<file path="config.mk">
export PLATFORM = sky130hd
export DESIGN_NAME = qspi_tx_sequencer
export DESIGN_NICKNAME = d
export VERILOG_FILES = /design/src/rtl/qspi_tx_sequencer.sv
export SDC_FILE = /design/constraint.sdc
export NUM_CORES = 1
export LEC_CHECK = 0
export CAP_MARGIN = 20
export CORE_MARGIN = 2
export CORE_UTILIZATION = 49
export CTS_CLUSTER_SIZE = 24
export DETAILED_ROUTE_END_ITERATION = 10
export PLACE_DENSITY = 0.74
export SYNTH_ARGS = -nofsm -noshare
export SYNTH_HDL_FRONTEND = slang
export SYNTH_SLANG_ARGS = --single-unit
</file>
<file path="constraint.sdc">
create_clock -name clk -period 3.3 [get_ports clk]
set_clock_uncertainty 0.15 [all_clocks]
set_input_delay 0.66 -clock clk [delete_from_list [all_inputs] [get_ports clk]]
set_output_delay 0.66 -clock clk [all_outputs]
set_load 0.1 [all_outputs]
</file>
<file path="src/rtl/qspi_tx_sequencer.sv">
// qspi_tx_sequencer
//   Write data phase of a QSPI command. Pops 32-bit words from the write
//   sync FIFO (registered read port) and shifts them out MSB-first on 1, 2
//   or 4 IO lanes. Each shift_tick advances one bit-group.
// Ports
//   clk, rst_n          clock, async active-low reset
//   start, byte_len,    begin a transfer (IDLE only); length and lane mode
//   lane_mode           are captured with start
//   abort               return to IDLE from any state, no done
//   shift_tick          advance one bit-group while shifting
//   fifo_rd_en/_data/   FIFO read port (data valid the cycle after rd_en)
//   fifo_empty
//   io_out, io_oe       lane data / output enables
//   busy, stall, done   status: not idle / starved by FIFO / completion pulse
module qspi_tx_sequencer #(
  parameter int DATA_WIDTH = 32,
  parameter int LEN_WIDTH  = 16
) (
  input  logic                  clk,
  input  logic                  rst_n,
  input  logic                  start,
  input  logic [LEN_WIDTH-1:0]  byte_len,
  input  logic [1:0]            lane_mode,
  input  logic                  abort,
  input  logic                  shift_tick,
  output logic                  fifo_rd_en,
  input  logic [DATA_WIDTH-1:0] fifo_rd_data,
  input  logic                  fifo_empty,
  output logic [3:0]            io_out,
  output logic [3:0]            io_oe,
  output logic                  busy,
  output logic                  stall,
  output logic                  done
);

  typedef enum logic [2:0] {
    S_IDLE, S_FETCH, S_WAIT, S_LOAD, S_SHIFT, S_DONE
  } state_e;

  // mode_q encoding: 0 single, 1 dual, 2 quad (lane_mode 11 folds to single)
  state_e                state_q, state_d;
  logic [LEN_WIDTH-1:0]  bytes_left_q, bytes_left_d;
  logic [5:0]            word_bits_q, word_bits_d;
  logic [1:0]            mode_q, mode_d;
  logic [DATA_WIDTH-1:0] sr_q, sr_d;

  logic [5:0] grp;
  logic [2:0] take;

  always_comb begin
    case (mode_q)
      2'd2:    grp = 6'd4;
      2'd1:    grp = 6'd2;
      default: grp = 6'd1;
    endcase
  end

  // bytes carried by the word being loaded; a short final word keeps only
  // its upper bytes because shifting stops after word_bits
  assign take = (bytes_left_q >= LEN_WIDTH'(4)) ? 3'd4 : bytes_left_q[2:0];

  always_ff @(posedge clk or negedge rst_n) begin
    if (!rst_n) begin
      state_q      <= S_IDLE;
      bytes_left_q <= '0;
      word_bits_q  <= '0;
      mode_q       <= '0;
      sr_q         <= '0;
    end else begin
      state_q      <= state_d;
      bytes_left_q <= bytes_left_d;
      word_bits_q  <= word_bits_d;
      mode_q       <= mode_d;
      sr_q         <= sr_d;
    end
  end

  always_comb begin
    state_d      = state_q;
    bytes_left_d = bytes_left_q;
    word_bits_d  = word_bits_q;
    mode_d       = mode_q;
    sr_d         = sr_q;
    fifo_rd_en   = 1'b0;
    stall        = 1'b0;
    done         = 1'b0;
    io_out       = 4'b0000;
    io_oe        = 4'b0000;

    case (state_q)
      S_IDLE: begin
        if (start) begin
          if (byte_len != '0) begin
            state_d      = S_FETCH;
            bytes_left_d = byte_len;
            mode_d       = (lane_mode == 2'b11) ? 2'd0 : lane_mode;
          end else begin
            state_d = S_DONE;
          end
        end
      end
      S_FETCH: begin
        if (fifo_empty) begin
          stall = 1'b1;
        end else begin
          fifo_rd_en = 1'b1;
          state_d    = S_WAIT;
        end
      end
      S_WAIT: state_d = S_LOAD;
      S_LOAD: begin
        sr_d         = fifo_rd_data;
        word_bits_d  = {take, 3'b000};
        bytes_left_d = bytes_left_q - LEN_WIDTH'(take);
        state_d      = S_SHIFT;
      end
      S_SHIFT: begin
        case (mode_q)
          2'd2: begin
            io_out = sr_q[DATA_WIDTH-1 -: 4];
            io_oe  = 4'b1111;
          end
          2'd1: begin
            io_out = {2'b00, sr_q[DATA_WIDTH-1 -: 2]};
            io_oe  = 4'b0011;
          end
          default: begin
            io_out = {3'b000, sr_q[DATA_WIDTH-1]};
            io_oe  = 4'b0001;
          end
        endcase
        if (shift_tick) begin
          sr_d        = sr_q << grp;
          word_bits_d = word_bits_q - grp;
          if (word_bits_q == grp)
            state_d = (bytes_left_q != '0) ? S_FETCH : S_DONE;
        end
      end
      S_DONE: begin
        done    = 1'b1;
        state_d = S_IDLE;
      end
      default: state_d = S_IDLE;
    endcase

    // abort wins over everything; suppressing the pop here means no word is
    // left in flight, while a pop issued the cycle before is simply dropped
    if (abort) begin
      state_d    = S_IDLE;
      fifo_rd_en = 1'b0;
      done       = 1'b0;
    end
  end

  assign busy = (state_q != S_IDLE);

endmodule

</file>
==> results.toml <==
[status]
status = "complete, no violations"

[floorplan]
core_mm2 = 0.00868
initial_core_util = 0.504
rows = 34
die_x_um = 98.5
die_y_um = 98.5
dieArea_mm2 = 0.00970
io_pins = 68

[global_route]
grt_max_degree = 44
antenna_found_initial = 0
grt_overflow = 0
grt_use_total = 0.249
grt_first_pass_wirelength_um = 19700
grt_pass1_vias = 3996

[place]
place.gp.congestion = 0.930
dpl.hpwl_um = 8200
port_buffers = 67

[timing]
finalHoldViolCount = 0
finalCritPeriodShare = 0.891
finalSetupViolations = 0
fmax_mhz = 340
period_minus_slack_ns = 2.94
tns_ns = 0
slew_headroom = 0.300
tightest_slew_ns = 1.05
rsz0062_at_grt = "false"
slew_viol_final = 0

[finish]
syn_to_final_growth_pct = 24.6
drive_gt1_frac = 0.179
final_common_cell = "o21ai_0"
num-fill-cells = 737
layout_common_cells = "68 x o21ai_0, 61 x nand2_1, 59 x dfrtp_1, 54 x clkdlybuf4s50_1, 47 x nor2_1"
final_nets = 616
antenna_cells = 0

[logic_synthesis]
ys_warn_count = 0
synth.distinct_cells = 68
synth_fp_nets = 568
synthMuxAreaShare = 0.152
seq_area_frac_synth = 0.338
ys_ff_latch = 59
synth_simple_gate_area_share = 0.215
async_flop_share = 1.00
synth_edf_count = 0
synth-adder-area-share = 0.0217
synth_compound_area_frac = 0.210
syn_area_mm2 = 0.00437
yosys.area_share.xor_xnor = 0.00200
synth_top_family_by_area = "simple AND/OR/NAND/NOR gates"
syn_avg_cell_area_um2 = 8.66
syn_inst = 505
synth_ff_type = "dfrtp_1"

[worst_setup_path]
r2r-start = "mode_q[0]"
cp_max_fo = 28
path_class = "reg -> out"
crit_arrival_ns = 2.13
r2r-end = "word_bits_q[4]"
reg2reg_slack_ns = 0.61
ff2ff_path_depth = 9
critPathLaunchType = "flop"
cp.required_ns = 2.49
critPathCaptureType = "primary output"

[pwr]
peakVddDrop_mv = 0.543
power_leakage_nw = 2.17
p_per_area_mw_per_mm2 = 1040
p_total_mw = 5.65

[cts]
clk_latency_ns = 0.34
htreeDepth = 3
cts_max_path_buffers = 2
cts_buffers = 9
post_cts_buffers = 0
root_buffer = "clkbuf_8"
clock-sinks = 59
cts_hold_buffers = 0
cts_tree = "done"
path_clk_slew_ns = 0.07
cts_resized = 0

[drt]
dr.pass1.iters = 5
avgViaCountPerCell = 6.19
initialDrtViolationCount = 219
route.detailed.wl_per_inst_um = 17.4
ant_nets = 0
wl_um = 11600
num_vias = 4122
drc = 0

[min_path]
hold_class = "in -> async"

[job]
cap_violations = 0
==> cell families after synthesis <==
group | count (synthesis)
DFF | 59
AOI/OAI and AO/OA | 143
other | 1
and+or+nand+nor | 190
muxes | 50
adders and majority gates | 7
buffers and inverters | 54
xor gates and xnor gates | 1
==> report_power, final <==
part           internal [mW]  switching (mW)
clock                  0.463           0.310
combinational           1.51            1.90
sequential              1.05           0.423
total                   3.02            2.63
==> sequential cells by signal (all words and copies together) (netlist names) <==
| signal | flops |
|---|---|
| bytes_left_q | 16 |
| mode_q | 2 |
| sr_q | 32 |
| state_q | 3 |
| word_bits_q | 6 |
==> worst max-delay path, stage by stage (launching register included) <==
cell and delay [ns]:
dfrtp_1 0.35, inv_1 0.07, ha_2 0.63, buf_12 0.26
nor2_1 0.07, a21oi_1 0.15, nor2_2 0.07, buf_12 0.18
==> layer usage <==
layer | routed length, µm | GRT usage | up-vias
met3 | 718 | 0.0468 | 16
met4 | 155 | 0.0685 | 0
met5 | 0 | 0 | -
li1 | - | - | 1956
met2 | 5500 | 0.385 | 145
met1 | 5230 | 0.361 | 2005
==> final cells by class <==
type / instances / area, µm² / share of cell area
multi-input combinational: 392 / 2680 / 0.491
sequential: 59 / 1480 / 0.271
timing repair buffer: 79 / 888 / 0.163
clock buffer: 11 / 151 / 0.0278
tap: 108 / 135 / 0.0248
clock inverter: 5 / 75.1 / 0.0138
inverter: 12 / 45.0 / 0.00827
==> synth_stat cells (11+ instances only) <==
library cell  number  area (µm²)
o21ai_0           68         340
nand2_1           61         229
dfrtp_1           59        1480
nor2_1            50         188
mux2_2            20         225
mux2i_1           19         190
clkbuf_1          17        63.8
buf_2             16        80.1
nor3_1            15        75.1
a21oi_1           14        70.1
mux4_2            11         248
nand3_1           11        55.1
==> stage by stage <==
step | hold WS (ns) | cell area [µm²] | std cells | utilization | setup slack, ns
after floorplan | 0.214 | 4410 | 505 | - | 0.0424
after global placement | 0.328 | 5220 | 650 | 0.602 | 0.414
after detailed placement | 0.331 | 5220 | 650 | 0.602 | 0.338
after CTS | 0.230 | 5450 | 666 | 0.628 | 0.344
after global routing | 0.261 | 5450 | 666 | 0.628 | 0.190
final | 0.207 | 5450 | 666 | 0.628 | 0.360
==> worst max path at each step <==
stage,start,end,cells after the start
after CTS,mode_q[0],io_out[0],7
after detailed placement,byte_len[6],bytes_left_q[1],6
after global placement,byte_len[6],bytes_left_q[1],6
after global routing,mode_q[0],io_out[0],7
after floorplan,mode_q[0],io_out[1],6
final,mode_q[0],io_out[0],7
No activity file was read; power rests on OpenSTA's default activity.
